===== src/rtl/interpolator.sv =====
// Sample-rate interpolator: each accepted input sample is followed by
// INTERPOLATION_FACTOR-1 further outputs, either zeros (zero stuffing) or
// repeats of the sample (zero-order hold). A sticky underrun flag records
// any period boundary at which no new input sample was available.
module interpolator #(
  parameter int DATA_WIDTH           = 16,
  parameter int INTERPOLATION_FACTOR = 3,
  parameter bit ZERO_STUFF           = 1'b1
) (
  input  logic                         clk,
  input  logic                         rst_n,
  input  logic                         clk_enable,
  input  logic signed [DATA_WIDTH-1:0] interp_in,
  input  logic                         interp_in_valid,
  output logic                         interp_in_ready,
  output logic signed [DATA_WIDTH-1:0] interp_out,
  output logic                         interp_out_valid,
  output logic                         interp_out_first,
  output logic                         underrun,
  input  logic                         underrun_clr
);

  localparam int PHASE_WIDTH = $clog2(INTERPOLATION_FACTOR);
  localparam logic [PHASE_WIDTH-1:0] LAST_PHASE = PHASE_WIDTH'(INTERPOLATION_FACTOR - 1);
  localparam logic [PHASE_WIDTH-1:0] FIRST_FILL = PHASE_WIDTH'(1);

  typedef enum logic {
    IDLE,
    EMIT
  } state_t;

  state_t                         state;
  state_t                         state_next;
  logic [PHASE_WIDTH-1:0]         phase;
  logic [PHASE_WIDTH-1:0]         phase_next;
  logic signed [DATA_WIDTH-1:0]   hold;
  logic signed [DATA_WIDTH-1:0]   hold_next;
  logic signed [DATA_WIDTH-1:0]   out_next;
  logic                           valid_next;
  logic                           first_next;
  logic                           underrun_next;
  logic                           accept;
  logic                           period_missed;

  // A new sample can enter only between periods, and only on an enabled cycle.
  assign interp_in_ready = clk_enable && (state == IDLE || phase == '0);
  assign accept          = interp_in_valid && interp_in_ready;

  // A period boundary with nothing to start: emission stops and underrun is flagged.
  assign period_missed   = clk_enable && state == EMIT && phase == '0 && !accept;

  // State register: FSM state and index of the next output within the period.
  // NOTE: sequential state uses non-blocking assignments so every register
  // samples pre-edge values, independent of block ordering.
  always_ff @(posedge clk or negedge rst_n) begin
    if (!rst_n) begin
      state <= IDLE;
      phase <= '0;
    end else begin
      state <= state_next;
      phase <= phase_next;
    end
  end

  // Next-state logic: start a period on accept, otherwise step through it.
  // NOTE: every always_comb output is defaulted first, so no path can leave
  // a value unassigned and infer a latch.
  always_comb begin
    state_next = state;
    phase_next = phase;
    if (accept) begin
      state_next = EMIT;
      phase_next = FIRST_FILL;
    end else if (clk_enable && state == EMIT) begin
      if (phase == '0) begin
        state_next = IDLE;
      end else if (phase == LAST_PHASE) begin
        phase_next = '0;
      end else begin
        phase_next = phase + 1'b1;
      end
    end
  end

  // Output logic: next values of the registered sample, flags and hold register.
  always_comb begin
    out_next   = interp_out;
    hold_next  = hold;
    valid_next = 1'b0;
    first_next = 1'b0;
    if (accept) begin
      hold_next  = interp_in;
      out_next   = interp_in;
      valid_next = 1'b1;
      first_next = 1'b1;
    end else if (clk_enable && state == EMIT && phase != '0) begin
      out_next   = ZERO_STUFF ? '0 : hold;
      valid_next = 1'b1;
    end

    // Setting wins over a simultaneous clear so a missed period is never lost.
    if (period_missed) begin
      underrun_next = 1'b1;
    end else if (underrun_clr) begin
      underrun_next = 1'b0;
    end else begin
      underrun_next = underrun;
    end
  end

  // Output and datapath registers; underrun_clr acts even while disabled.
  // NOTE: the hold register is a plain register, not a memory, so it is
  // reset with the rest of the state and never exposes stale data.
  always_ff @(posedge clk or negedge rst_n) begin
    if (!rst_n) begin
      hold             <= '0;
      interp_out       <= '0;
      interp_out_valid <= 1'b0;
      interp_out_first <= 1'b0;
      underrun         <= 1'b0;
    end else begin
      hold             <= hold_next;
      interp_out       <= out_next;
      interp_out_valid <= valid_next;
      interp_out_first <= first_next;
      underrun         <= underrun_next;
    end
  end

endmodule


===== config.mk =====
export PLATFORM = sky130hd
export DESIGN_NAME = interpolator
export DESIGN_NICKNAME = d
export VERILOG_FILES = /design/src/rtl/interpolator.sv
export SDC_FILE = /design/constraint.sdc
export NUM_CORES = 1
export LEC_CHECK = 0
export ABC_AREA = 1
export BUFFER_PORTS_ARGS = -buffer_cell sky130_fd_sc_hd__clkbuf_2
export CORE_UTILIZATION = 48
export DETAILED_ROUTE_END_ITERATION = 8
export PLACE_DENSITY = 0.81
export SKIP_CTS_REPAIR_TIMING = 1
export SLEW_MARGIN = 20
export SYNTH_ARGS = -nofsm -noshare
export SYNTH_HDL_FRONTEND = slang
export SYNTH_SLANG_ARGS = --single-unit
export TNS_END_PERCENT = 1

===== constraint.sdc =====
create_clock -name clk -period 3.45 [get_ports clk]
set_clock_uncertainty 0.2 [all_clocks]
set_input_delay 0.69 -clock clk [delete_from_list [all_inputs] [get_ports clk]]
set_output_delay 0.69 -clock clk [all_outputs]
set_load 0.02 [all_outputs]

==> metrics <==
# diodes=0; Initial Util=0.5248; synth unique cells=12; ANT nets after route=0; drt total wl=roughly 1900 um; clk slew on worst S/H paths=0.12 ns; final setup violation count=0; drc violations=0; final count of hold timing violations=0; fillers=~170; crit path capture type=output port; type of origin of the critical path=primary input; Critical Path Max Stage Delay=between 0.3 and 0.4 ns; Top cell by count, worst path=clkbuf_2; area of the multi-input gates=310.3 um2; Tmin final=~2.4 ns; Row Count=15; Crit path max-delay family=buffers and inverters; Seq cells post-synth=22; Max-slew headroom=0.6510; initial antenna violation count=0; RSZ-0062 raised after global routing=no; hpwl dp=about 1300 um; share of cells above drive strength 1=0.3406; CTS buffer count=3; mean area per synthesized cell=a little over 9 um2; crit path DAT=about 1.5 ns; Vias=slightly above 800; worst reg2reg path depth=5; worst slew pin tran=between 0.5 and 0.6 ns; status=complete, no violations; setup TNS=0 ns; CTS tree=done; total gr overflow=0; final net count=160; clk sinks=22; Clock Path Buffers=2; largest net degree at the start of global routing=23; number of buffers added on ports=40; Hold WC Path Type=in2async; CP Class=in2out; TritonRoute pass-1 iters=4; global-route wire length before repair=approximately 2900 um; Area Overhead vs Synth=25.14%; WP data required=roughly 2.6 ns; Max VDD drop=about 0.00044 V; vias in the first global route=roughly 670; max cap viols=0; Core Util, Final=0.6567; worst path cell trace=clkbuf_2 -> inv_1 -> nor2_1 -> clkbuf_2; WP buf/inv=3; max-slew violation count=0; root buf cell=clkbuf_4; Syn Inst Count=100; io pins=41; PwrDens=approximately 800 nW/um2; Pleak=roughly 0.70 nW; GRT Total Usage=0.1927; critical path peak fanout=20; CP max stage cell=clkbuf_2; Die ar.=2109 um2; vias per cell=4.951; worst skew pair latency=roughly 0.30 ns; H-tree depth=1; Crit path depth=4; GP Congestion=about 0.77; YS warnings=0; period utilization=0.6827; DIE WIDTH=around 46 um; Routed wire per std cell=11.43 um; Initial DRC Count=29; Post-Syn Nets=~120; Die Span Y=about 46 um; register cell area after layout=~550 um2; fmax=about 420 MHz; synthesized area=a little over 900 um2; CORE AREA=roughly 1800 um2; sequential area share after synthesis=0.5946
-- area by class of cell --
class / count / share of cell area
flip-flops and latches: 22 / 0.4752
multi-input cells: 64 / 0.2678
repair buffers: 40 / 0.1728
clock buffers: 4 / 0.03132
well taps: 25 / 0.02700
inverters: 8 / 0.02592
-- worst register-to-register path: stages, from the launching register on --
cell	delay, ns
dfrtp_1	0.45
o21ai_4	0.42
nand2_2	0.12
nand2_4	0.19
nand2_1	0.08
nand2_1	0.07
-- cell families (layout without fill, tap and decap cells) --
group / after synthesis / after routing / share of synthesized area
simple gates: 61 / 61 / 0.3068
flops: 22 / 22 / 0.5946
buf+inv: 14 / 52 / 0.07027
compound gates: 3 / 3 / 0.02838
-- Yosys cell counts (all sizes together) --
cell,number,area share
nand2,40,0.17
dfrtp,22,0.59
clkbuf,1,0.0041
nand4,18,0.12
o21ai,3,0.028
buf,5,0.034
inv,8,0.032
nor2,3,0.012
-- registers in the layout, indices dropped and copies added (netlist names) --
| register | flops |
|---|---|
| state | 1 |
| interp_out_first | 1 |
| interp_out_valid | 1 |
| interp_out | 16 |
| underrun | 1 |
| phase | 2 |
-- stage by stage --
| stage | total power, mW | hold WS [ns] | area (um2) | instances | setup WS [ns] |
|---|---|---|---|---|---|
| 3_5_place_dp | 0.7954 | 0.2600 | 1122 | 159 | 1.099 |
| 3_3_place_gp | 0.7815 | 0.2547 | 1122 | 159 | 1.126 |
| 5_1_grt | 0.9888 | 0.1738 | 1159 | 163 | 0.9892 |
| 2_1_floorplan | 0.6684 | 0.1944 | 925.9 | 100 | 1.330 |
| 4_1_cts | 0.9340 | 0.1508 | 1159 | 163 | 1.092 |
| 6_report | 0.9231 | 0.1384 | 1159 | 163 | 1.095 |
-- layer usage --
layer,GRT usage,up-vias,share of wire
met5,0,-,0
met4,0.07059,0,0.0021
met3,0.03571,2,0.046
met2,0.3183,26,0.52
met1,0.2500,375,0.43
li1,-,404,-
-- worst paths after layout --
| check | start | to | slack [ns] |
|---|---|---|---|
| setup / recovery | clk_enable | interp_in_ready | 1.09 |
| hold / removal | rst_n | interp_out[9] | 0.14 |
| max in group asynchronous | rst_n | interp_out_valid | 2.56 |
| setup reg to reg | phase[1] | phase[1] | 1.86 |
| min in group clk | interp_out[0] | interp_out[0] | 0.28 |
| hold reg to reg | interp_out[0] | interp_out[0] | 0.28 |
-- report_power, final --
part           switching, mW  internal, mW
Sequential            0.0630         0.349
Combinational          0.255         0.118
Clock                 0.0737        0.0643
Total                  0.392         0.531
-- cells in the final DEF (no fill, tap or decap) --
cell type,netlist,routed
inv_1,8,8
clkbuf_2,0,40
nor2_1,3,3
o21ai_0,2,2
dfrtp_1,22,22
clkbuf_4,0,3
nand2_1,38,38
nand2_4,1,1
nand4_1,18,18
clkbuf_8,0,1
o21ai_4,1,1
nand2_2,1,1
(Power assumes the default switching activity.)
